[config.mk]
export PLATFORM = sky130hd
export DESIGN_NAME = ifft_butterfly2_pipe
export DESIGN_NICKNAME = d
export VERILOG_FILES = /design/src/rtl/fft_pkg.sv /design/src/rtl/cmul_conj_pipe.sv /design/src/rtl/ifft_butterfly2_pipe.sv
export SDC_FILE = /design/constraint.sdc
export NUM_CORES = 2
export LEC_CHECK = 0
export ABC_AREA = 1
export BUFFER_PORTS_ARGS = -buffer_cell sky130_fd_sc_hd__buf_2
export CAP_MARGIN = 15
export CORE_UTILIZATION = 44
export CTS_BUF_LIST = sky130_fd_sc_hd__clkbuf_4
export DETAILED_ROUTE_END_ITERATION = 10
export GPL_TIMING_DRIVEN = 0
export HOLD_SLACK_MARGIN = 0.08
export MAX_ROUTING_LAYER = met4
export SLEW_MARGIN = 40
export SYNTH_ARGS = -nofsm -noshare
export SYNTH_HDL_FRONTEND = slang
export SYNTH_SLANG_ARGS = --single-unit
[constraint.sdc]
create_clock -name i_clk -period 9.5 [get_ports i_clk]
set_input_delay 0.95 -clock i_clk [delete_from_list [all_inputs] [get_ports i_clk]]
set_output_delay 0.95 -clock i_clk [all_outputs]
set_load 0.05 [all_outputs]
[src/rtl/fft_pkg.sv]
// ---------------------------------------------------------------------------
// fft_pkg
//
// Shared constants for the 16-point FFT/IFFT core.
//
//   FFT_N          total signed fixed-point width of each re/im word
//   FFT_Q          number of fractional bits (Q8, 1.0 = 16'h0100)
//   ONE            fixed-point 1.0
//   TWIDDLE_RE/IM  Q8 values of W16^k = exp(-j*2*pi*k/16), k = 0..7
//   SCALE_SHIFT    extra right shift applied per butterfly stage
//
// Configuration macro: IFFT_SCALE_EN
//   defined   -> every IFFT butterfly divides its results by 2 (SCALE_SHIFT = 1),
//                so four stages give the 1/16 IFFT normalisation.
//   undefined -> no scaling (SCALE_SHIFT = 0); headroom is the caller's job.
// ---------------------------------------------------------------------------
package fft_pkg;

    localparam int FFT_N = 16;
    localparam int FFT_Q = 8;

    localparam logic signed [FFT_N-1:0] ONE = 16'sh0100;

    // Twiddles are rounded to the nearest Q8 code. The imaginary part is
    // -sin, because W16^k rotates clockwise for the forward transform.
    localparam logic signed [FFT_N-1:0] TWIDDLE_RE [0:7] = '{
        16'sh0100, 16'sh00ED, 16'sh00B5, 16'sh0062,
        16'sh0000, 16'shFF9E, 16'shFF4B, 16'shFF13
    };

    localparam logic signed [FFT_N-1:0] TWIDDLE_IM [0:7] = '{
        16'sh0000, 16'shFF9E, 16'shFF4B, 16'shFF13,
        16'shFF00, 16'shFF13, 16'shFF4B, 16'shFF9E
    };

    // The scaled build shifts both butterfly outputs by one extra bit. Ports
    // and latency are the same in both builds, so only this constant changes.
`ifdef IFFT_SCALE_EN
    localparam int SCALE_SHIFT = 1;
`else
    localparam int SCALE_SHIFT = 0;
`endif

endpackage : fft_pkg

[src/rtl/cmul_conj_pipe.sv]
// ---------------------------------------------------------------------------
// cmul_conj_pipe
//
// One-register-stage complex multiply of a difference term d by the
// conjugate of a twiddle W. The result is kept at full precision:
//   p_re = d_re*w_re + d_im*w_im
//   p_im = d_im*w_re - d_re*w_im
//
// Ports
//   clk_i    in   1       rising-edge clock
//   rst_n_i  in   1       asynchronous reset, active low; clears the product
//   en_i     in   1       load enable; when low the product register holds
//   d_re_i   in   N+1     real part of d (signed)
//   d_im_i   in   N+1     imaginary part of d (signed)
//   w_re_i   in   N       real part of W (signed)
//   w_im_i   in   N       imaginary part of W (signed, conjugated here)
//   p_re_o   out  2N+2    registered real part of d*conj(W)
//   p_im_o   out  2N+2    registered imaginary part of d*conj(W)
// ---------------------------------------------------------------------------
module cmul_conj_pipe #(
    parameter int N = 16
) (
    input  logic           clk_i,
    input  logic           rst_n_i,
    input  logic           en_i,
    input  logic [N:0]     d_re_i,
    input  logic [N:0]     d_im_i,
    input  logic [N-1:0]   w_re_i,
    input  logic [N-1:0]   w_im_i,
    output logic [2*N+1:0] p_re_o,
    output logic [2*N+1:0] p_im_o
);

    logic signed [2*N+1:0] dReExt;
    logic signed [2*N+1:0] dImExt;
    logic signed [2*N+1:0] wReExt;
    logic signed [2*N+1:0] wImExt;
    logic signed [2*N+1:0] pRe_d;
    logic signed [2*N+1:0] pIm_d;
    logic signed [2*N+1:0] pRe_q;
    logic signed [2*N+1:0] pIm_q;

    // All operands are sign-extended to the product width first. A 2N+2 bit
    // multiply of the extended operands is then exact, because the true sum
    // of two (N+1)x(N) products always fits in 2N+2 bits.
    always_comb begin
        dReExt = {{(N+1){d_re_i[N]}}, d_re_i};
        dImExt = {{(N+1){d_im_i[N]}}, d_im_i};
        wReExt = {{(N+2){w_re_i[N-1]}}, w_re_i};
        wImExt = {{(N+2){w_im_i[N-1]}}, w_im_i};

        // Multiplying by conj(W) flips the sign of every w_im term.
        pRe_d = dReExt * wReExt + dImExt * wImExt;
        pIm_d = dImExt * wReExt - dReExt * wImExt;
    end

    // Product register. It holds while the downstream stage is stalled.
    always_ff @(posedge clk_i or negedge rst_n_i) begin
        if (!rst_n_i) begin
            pRe_q <= '0;
            pIm_q <= '0;
        end else if (en_i) begin
            pRe_q <= pRe_d;
            pIm_q <= pIm_d;
        end
    end

    assign p_re_o = pRe_q;
    assign p_im_o = pIm_q;

endmodule : cmul_conj_pipe

[src/rtl/ifft_butterfly2_pipe.sv]
// ---------------------------------------------------------------------------
// ifft_butterfly2_pipe
//
// Pipelined radix-2 inverse (DIF) butterfly for the IFFT return path of the
// 16-point FFT core:
//   out0 = (a + b) * s
//   out1 = ((a - b) * conj(W)) * s
// where s = 1, or s = 1/2 when the macro IFFT_SCALE_EN is defined.
// The pipeline has three register stages with valid/ready flow control, so
// IFFT stages can be chained and stalled. Latency is 3 clocks, and throughput
// is one pair per clock.
//
// Configuration macro: IFFT_SCALE_EN (see fft_pkg::SCALE_SHIFT)
//
// Ports
//   i_clk           in   1   rising-edge clock
//   i_rst           in   1   asynchronous reset, active low
//   i_valid         in   1   input pair and twiddle are valid
//   o_ready         out  1   block accepts input this cycle
//   i_last          in   1   frame marker, carried with the data
//   i_in0_re/im     in   N   operand a
//   i_in1_re/im     in   N   operand b
//   i_twiddle_re/im in   N   twiddle W (conjugated internally)
//   o_valid         out  1   outputs valid
//   i_ready         in   1   downstream accepts
//   o_last          out  1   delayed frame marker
//   o_out0_re/im    out  N   (a+b)*s
//   o_out1_re/im    out  N   (a-b)*conj(W)*s
// ---------------------------------------------------------------------------
module ifft_butterfly2_pipe
    import fft_pkg::*;
#(
    parameter int N = FFT_N,
    parameter int Q = FFT_Q
) (
    input  logic         i_clk,
    input  logic         i_rst,
    input  logic         i_valid,
    output logic         o_ready,
    input  logic         i_last,
    input  logic [N-1:0] i_in0_re,
    input  logic [N-1:0] i_in0_im,
    input  logic [N-1:0] i_in1_re,
    input  logic [N-1:0] i_in1_im,
    input  logic [N-1:0] i_twiddle_re,
    input  logic [N-1:0] i_twiddle_im,
    output logic         o_valid,
    input  logic         i_ready,
    output logic         o_last,
    output logic [N-1:0] o_out0_re,
    output logic [N-1:0] o_out0_im,
    output logic [N-1:0] o_out1_re,
    output logic [N-1:0] o_out1_im
);

    // Stage load enables
    logic loadS1;
    logic loadS2;
    logic loadS3;

    // Stage 1: sum, difference, twiddle
    logic         s1Valid_q;
    logic         s1Last_q;
    logic [N:0]   s1SumRe_d;
    logic [N:0]   s1SumIm_d;
    logic [N:0]   s1DiffRe_d;
    logic [N:0]   s1DiffIm_d;
    logic [N:0]   s1SumRe_q;
    logic [N:0]   s1SumIm_q;
    logic [N:0]   s1DiffRe_q;
    logic [N:0]   s1DiffIm_q;
    logic [N-1:0] s1TwRe_q;
    logic [N-1:0] s1TwIm_q;

    // Stage 2: product (in cmul_conj_pipe) and delayed sum
    logic           s2Valid_q;
    logic           s2Last_q;
    logic [N:0]     s2SumRe_q;
    logic [N:0]     s2SumIm_q;
    logic [2*N+1:0] s2ProdRe;
    logic [2*N+1:0] s2ProdIm;

    // Stage 3: output registers
    logic         s3Valid_q;
    logic         s3Last_q;
    logic [N-1:0] s3Out0Re_d;
    logic [N-1:0] s3Out0Im_d;
    logic [N-1:0] s3Out1Re_d;
    logic [N-1:0] s3Out1Im_d;
    logic [N-1:0] s3Out0Re_q;
    logic [N-1:0] s3Out0Im_q;
    logic [N-1:0] s3Out1Re_q;
    logic [N-1:0] s3Out1Im_q;

    // A stage loads when it is empty or when the stage after it is moving.
    // This ripples back from the output, so a full pipeline keeps streaming
    // while downstream is ready. The resulting combinational path from
    // i_ready to o_ready is intended.
    assign loadS3  = !s3Valid_q || i_ready;
    assign loadS2  = !s2Valid_q || loadS3;
    assign loadS1  = !s1Valid_q || loadS2;
    assign o_ready = loadS1;

    // Stage 1 arithmetic. Both operands get one extra sign bit, so a+b and
    // a-b cannot overflow.
    always_comb begin
        s1SumRe_d  = {i_in0_re[N-1], i_in0_re} + {i_in1_re[N-1], i_in1_re};
        s1SumIm_d  = {i_in0_im[N-1], i_in0_im} + {i_in1_im[N-1], i_in1_im};
        s1DiffRe_d = {i_in0_re[N-1], i_in0_re} - {i_in1_re[N-1], i_in1_re};
        s1DiffIm_d = {i_in0_im[N-1], i_in0_im} - {i_in1_im[N-1], i_in1_im};
    end

    // Stage 1 registers. The twiddle travels with its pair. The frame marker
    // is qualified with i_valid, so a bubble never carries a stray last flag.
    always_ff @(posedge i_clk or negedge i_rst) begin
        if (!i_rst) begin
            s1Valid_q  <= 1'b0;
            s1Last_q   <= 1'b0;
            s1SumRe_q  <= '0;
            s1SumIm_q  <= '0;
            s1DiffRe_q <= '0;
            s1DiffIm_q <= '0;
            s1TwRe_q   <= '0;
            s1TwIm_q   <= '0;
        end else if (loadS1) begin
            s1Valid_q  <= i_valid;
            s1Last_q   <= i_valid && i_last;
            s1SumRe_q  <= s1SumRe_d;
            s1SumIm_q  <= s1SumIm_d;
            s1DiffRe_q <= s1DiffRe_d;
            s1DiffIm_q <= s1DiffIm_d;
            s1TwRe_q   <= i_twiddle_re;
            s1TwIm_q   <= i_twiddle_im;
        end
    end

    // Stage 2 complex multiply by conj(W). It shares the stage-2 enable, so
    // the product stays aligned with the delayed sum below.
    cmul_conj_pipe #(
        .N (N)
    ) u_cmul (
        .clk_i   (i_clk),
        .rst_n_i (i_rst),
        .en_i    (loadS2),
        .d_re_i  (s1DiffRe_q),
        .d_im_i  (s1DiffIm_q),
        .w_re_i  (s1TwRe_q),
        .w_im_i  (s1TwIm_q),
        .p_re_o  (s2ProdRe),
        .p_im_o  (s2ProdIm)
    );

    // Stage 2 registers: delayed sum plus valid and frame marker.
    always_ff @(posedge i_clk or negedge i_rst) begin
        if (!i_rst) begin
            s2Valid_q <= 1'b0;
            s2Last_q  <= 1'b0;
            s2SumRe_q <= '0;
            s2SumIm_q <= '0;
        end else if (loadS2) begin
            s2Valid_q <= s1Valid_q;
            s2Last_q  <= s1Last_q;
            s2SumRe_q <= s1SumRe_q;
            s2SumIm_q <= s1SumIm_q;
        end
    end

    // Stage 3 alignment. The product drops its Q fractional bits, and both
    // outputs take the optional extra /2. Arithmetic shifts truncate toward
    // -inf. Keeping only the low N bits gives two's-complement wrap, with no
    // saturation.
    always_comb begin
        s3Out0Re_d = N'($signed(s2SumRe_q) >>> SCALE_SHIFT);
        s3Out0Im_d = N'($signed(s2SumIm_q) >>> SCALE_SHIFT);
        s3Out1Re_d = N'($signed(s2ProdRe) >>> (Q + SCALE_SHIFT));
        s3Out1Im_d = N'($signed(s2ProdIm) >>> (Q + SCALE_SHIFT));
    end

    // Stage 3 registers drive the outputs directly.
    always_ff @(posedge i_clk or negedge i_rst) begin
        if (!i_rst) begin
            s3Valid_q  <= 1'b0;
            s3Last_q   <= 1'b0;
            s3Out0Re_q <= '0;
            s3Out0Im_q <= '0;
            s3Out1Re_q <= '0;
            s3Out1Im_q <= '0;
        end else if (loadS3) begin
            s3Valid_q  <= s2Valid_q;
            s3Last_q   <= s2Last_q;
            s3Out0Re_q <= s3Out0Re_d;
            s3Out0Im_q <= s3Out0Im_d;
            s3Out1Re_q <= s3Out1Re_d;
            s3Out1Im_q <= s3Out1Im_d;
        end
    end

    assign o_valid   = s3Valid_q;
    assign o_last    = s3Last_q;
    assign o_out0_re = s3Out0Re_q;
    assign o_out0_im = s3Out0Im_q;
    assign o_out1_re = s3Out1Re_q;
    assign o_out1_im = s3Out1Im_q;

endmodule : ifft_butterfly2_pipe

; Yosys cells after proc, flatten, opt, wreduce, memory -nomap -nowiden
; Index checks and enable logic that the tools add are counted.
[op_classes]
add_sub_neg = 6
multipliers = 4
n_div = 0
order_cmp = 0
eq_ne = 0
shifts = 0
n_mux = 0
bitwise = 0
n_reduce_logical = 7
[op_table]
columns = operator, count
row1 = multiplier 17 x 16 -> 24 bit, 4
row2 = subtractor 16 x 16 -> 17 bit, 2
row3 = adder 16 bit, 2
row4 = adder 24 bit, 1
row5 = subtractor 24 bit, 1
row6 = logical NOT 1 bit, 3
row7 = logical OR 1 bit, 3
row8 = logical AND 1 bit, 1
[totals]
reg_bits = 248
latch_bits = 0
ramBits = 0
romBits = 0
word_cells = 37
memories = 0

; Logic depth before layout (Yosys ltp)
[depth]
word_depth = 4
depth_mapped = 37

; Hierarchy
; Synthesis repeated with hierarchy kept, for this count alone.
[unflattened]
cells_unflattened = 7201
hier_area_um2 = 57584.0
[by_module_without_submodules]
columns = mod, instances, cells_per_inst, area_per_inst_um2, seq_area_each_um2
row1 = cmul_conj_pipe, 1, 5684, 46585.9, 1701.6
row2 = ifft_butterfly2_pipe, 1, 1517, 10998.0, 4954.8

; Worst setup path after synthesis
; Ideal clock, no wire load.
[synth_path]
path_kind = reg2reg
startpoint = reg s1DiffIm_q[9]
endpoint = reg u_cmul.pIm_q[22] (netlist: u_cmul.p_im_o[22])
setup_ps = 117
t_arrival_ps = 6586
required_ps = 9383
slack_ps = 2798
path_stages_with_launch = 31
path_cell_list = dfrtp_1 > clkbuf_1 > buf_1 > nand2_1 > fa_1 > inv_1 > fa_1 > inv_1 > fa_1 > fa_1 > fa_1 > inv_1 > fa_1 > fa_1 > inv_1 > fa_1 > inv_1 > ha_1 > nand2_1 > nor3_1 > nor3b_1 > nand2_1 > nand2_2 > nand2_1 > nand2_2 > nand2_1 > nand3_1 > o21ai_1 > xor2_1 > nand2_1 > nand2_1
[synth_between]
elab_chain_len = 2
[synth_lines]
columns = element, line
row1 = from (decl), ifft_butterfly2_pipe.sv:71  ; logic [N:0] s1DiffIm_q;
row2 = from (signal assigned), ifft_butterfly2_pipe.sv:131  ; s1DiffIm_q <= s1DiffIm_d;
row3 = multiplier 17 x 16 -> 24 bit, cmul_conj_pipe.sv:54  ; pIm_d = dImExt * wReExt - dReExt * wImExt;
row4 = subtractor 24 bit, cmul_conj_pipe.sv:54
row5 = to (signal assigned), cmul_conj_pipe.sv:64  ; pIm_q <= pIm_d;
row6 = to (decl), cmul_conj_pipe.sv:41  ; logic signed [2*N+1:0] pIm_q;
; No other way between the ends.
; A chain may end at the register's enable or synchronous reset.

; Worst setup path in the final report
[layout_path]
startpoint = reg s1TwRe_q[15]
endpoint = reg u_cmul.pRe_q[23] (netlist: u_cmul.p_re_o[23])
[layout_between]
elab_chain_len = 2
[layout_lines]
columns = element, line
row1 = from (decl), ifft_butterfly2_pipe.sv:72  ; logic [N-1:0] s1TwRe_q;
row2 = from (signal assigned), ifft_butterfly2_pipe.sv:132  ; s1TwRe_q <= i_twiddle_re;
row3 = multiplier 17 x 16 -> 24 bit, cmul_conj_pipe.sv:53  ; pRe_d = dReExt * wReExt + dImExt * wImExt;
row4 = adder 24 bit, cmul_conj_pipe.sv:53
row5 = to (signal assigned), cmul_conj_pipe.sv:63  ; pRe_q <= pRe_d;
row6 = to (decl), cmul_conj_pipe.sv:40  ; logic signed [2*N+1:0] pRe_q;
; No other way between the ends.

==> impl_metrics.tcl <==
set metrics [dict create \
    postCtsSetupBuffers 0 \
    synth.mux.area_fraction_pct 0 \
    r2r_end "u_cmul.p_re_o[23]" \
    synthAdderAreaFrac_pct 46.74 \
    synth-seq-cells 230 \
    critPathArrivalTime_ns 9.26 \
    fin_crit_ns 8.404 \
    setup_violations 0 \
    via_count 37545 \
    num_rows 116 \
    critPathRequiredTime_ns 10.36 \
    core-area_sq_um 100300 \
    synth_xor_xnor_area_share_pct 1.136 \
    nets 7320 \
    critical-path-slowest-cell "dfrtp_1" \
    cp_common_cell "inv_1" \
    die_area_sq_um 102600 \
    synth_top_family_by_area "adder cells" \
    place_congestion 1.066 \
    hold_violations 0 \
    syn_inst 5812 \
    path_class "reg -> reg" \
    fp.dieH_um 320.3 \
    clkSinkCount 230 \
    crit_path_max_fanout 10 \
    status "finished clean" \
    first_pass_iters 6 \
    ys_types 55 \
    clock_latency_ns 0.93 \
    multi_input_area_sq_um 31180 \
    cts-root-buf "clkbuf_4" \
    stdcell_count 7467 \
    grt_pass1_vias 38361 \
    drc 0 \
    dp_slack_ns 1.249 \
    fillers 10270 \
    wl_per_cell_um 22.86 \
    seq_area_sq_um 5756 \
    yosys_most_used_dff "dfrtp_1" \
    holdWs_ns 0.2841 \
    dr.first_iter.drc_count 3251 \
    grt_max_degree 66 \
    slew_headroom_pct 33.81 \
    cp.depth 28 \
    cp-start-kind "flip-flop" \
    endpoint "u_cmul.p_re_o[23]" \
    fin_tns_setup_ns 0 \
    grt_pass1_wl_um 250800 \
    cap_violations 0 \
    final.setup_skew_ns 0.09108 \
    clk_pin_slew_ns 0.08 \
    cts_tree "yes" \
    gr-usage-all-layers_pct 35.28 \
    slowest_delay_ns 0.77 \
    routed_wl_um 170700 \
    syn_avg_cell_area_sq_um 7.672 \
    ff2ff_setup_slack_ns 1.10 \
    die_w_um 320.3 \
    async_reset_ff_share_pct 100.0 \
    pin_count 168 \
    setup_ws_ns 1.096 \
    synth.cell_area_sq_um 44590 \
    cp_num_buf_inv 10 \
    layout-drive-gt1-share_pct 8.649 \
    slew_violations 0 \
    ys.warnings.count 0 \
    yosys.area_share.simple_pct 18.05 \
    synthesis.nets 7074 \
    h-tree-depth 3 \
    dp_hpwl_um 137000 \
    dp.cells 7340 \
    cp_top_family "adder cells" \
    clock_path_buffers 3 \
    io_buffers 167 \
    holdPathStages 3 \
    fmax_mhz 119.0 \
    start_util_pct 44.46 \
    min_from "i_twiddle_im[6]" \
    area_growth_pct 8.272 \
    synth_top_area_share_pct 37.76 \
    numCtsBuffers 71 \
    routed_via_density 5.028 \
    finalCritPeriodShare_pct 88.47 \
    synth-compound-area-share_pct 4.001 \
    overflow 0 \
    synth_top_area_cell "fa_1" \
    rsz0062_at_grt "no" \
    ys_seq_area_share_pct 12.91 \
    rr_startpoint "s1TwRe_q[15]" \
    ys_top_cells_by_area "fa_1 38%, inv_1 14%, nand2_1 14%" \
    antenna_found_initial 2 \
    synth_edf_count 0 \
    antenna_left 0 \
    crit_path_start "s1TwRe_q[15]" \
    tightest_slew_ns 0.9929 \
    hp-class "in -> reg" \
    critPathCaptureType "flip-flop" \
    rr_worst_depth 28 \
]
-- layout make-up --
cell class,count,share of cell area [%]
timing repair buffer,173,1.983
multi-input combinational,3570,64.58
tap,1357,3.517
inverter,1735,13.49
clock buffer,101,1.571
sequential,230,11.92
clock inverter,19,0.2436
antenna,5,0.02592
buffer,277,2.667
-- Yosys cell counts, types with 2 or more instances --
cell      number
a21boi_0       3
a21o_1         5
a21oi_1      103
a21oi_2        5
a221oi_1       5
a31oi_1       36
and2_1         2
buf_1         15
buf_2         42
buf_4         10
clkbuf_1     205
clkbuf_2       4
clkinv_1       2
dfrtp_1      230
fa_1         841
ha_1         320
inv_1       1720
inv_2         13
nand2_1     1718
nand2_2        5
nand3_1      109
nand3b_1      10
nand4_1        9
nor2_1       121
nor2_2         2
nor2_4         2
nor3_1        19
nor4_1         4
o211ai_1       4
o21a_1         4
o21ai_0       94
o21ai_1       21
o21ai_2        7
o21bai_1       6
o22ai_1        3
o31ai_1        5
or2_0          4
or2_1          5
or2_2         29
xnor2_1       24
xor2_1        32
-- layout by cell type, fill, tap and decap left out, types with 96 or more instances in the layout --
cell type / n
clkbuf_4: 101
fa_1: 841
buf_2: 214
clkbuf_2: 114
ha_1: 320
dfrtp_1: 230
inv_1: 1720
a21oi_1: 103
nor2_1: 121
nand2_1: 1718
nand3_1: 109
clkbuf_1: 96
-- what timing repair did --
item | 4_1_cts | 5_1_grt
hold buffers | 1 | 0
resized for setup | 0 | 0
hold endpoints to repair | 46 | 0
-- worst min-delay path, stage by stage --
cell and delay [ns]:
buf_2 0.07, nand2_1 0.04, nand2_1 0.04
-- worst min path at each step --
stage	to	slack, ns
after floorplan	s2Valid_q	0.43
after global placement	s2Valid_q	0.44
after detailed placement	o_out1_re[8]	0.46
after CTS	s1TwIm_q[6]	0.20
after global routing	s1TwRe_q[13]	0.24
final	s1TwIm_q[6]	0.28
-- stage by stage --
step / util, % / cell area, sq um
2_1_floorplan: - / 44590
3_3_place_gp: 46.99 / 47120
3_5_place_dp: 47.22 / 47360
4_1_cts: 48.11 / 48250
5_1_grt: 48.13 / 48270
6_report: 48.14 / 48280
-- layer usage --
layer | part of all wire (%) | global-route usage (%) | vias up
met3 | 11 | 9.250 | 340
met4 | 4.7 | 13.85 | 0
met2 | 44 | 52.46 | 1681
li1 | - | - | 16921
met1 | 41 | 45.93 | 18603
met5 | 0 | - | -
-- kinds of logic (layout without fill, tap and decap cells) --
kind of cell,after synthesis,in the layout
adders and majority gates,1161,1161
other,0,5
AOI/OAI and AO/OA,310,310
buffers and inverters,2012,2305
and+or+nand+nor,2042,2042
xor gates and xnor gates,57,57
DFF,230,230
Power is not shown: default switching activity piles up to over one toggle a cycle in this logic, so the estimate is an artifact.
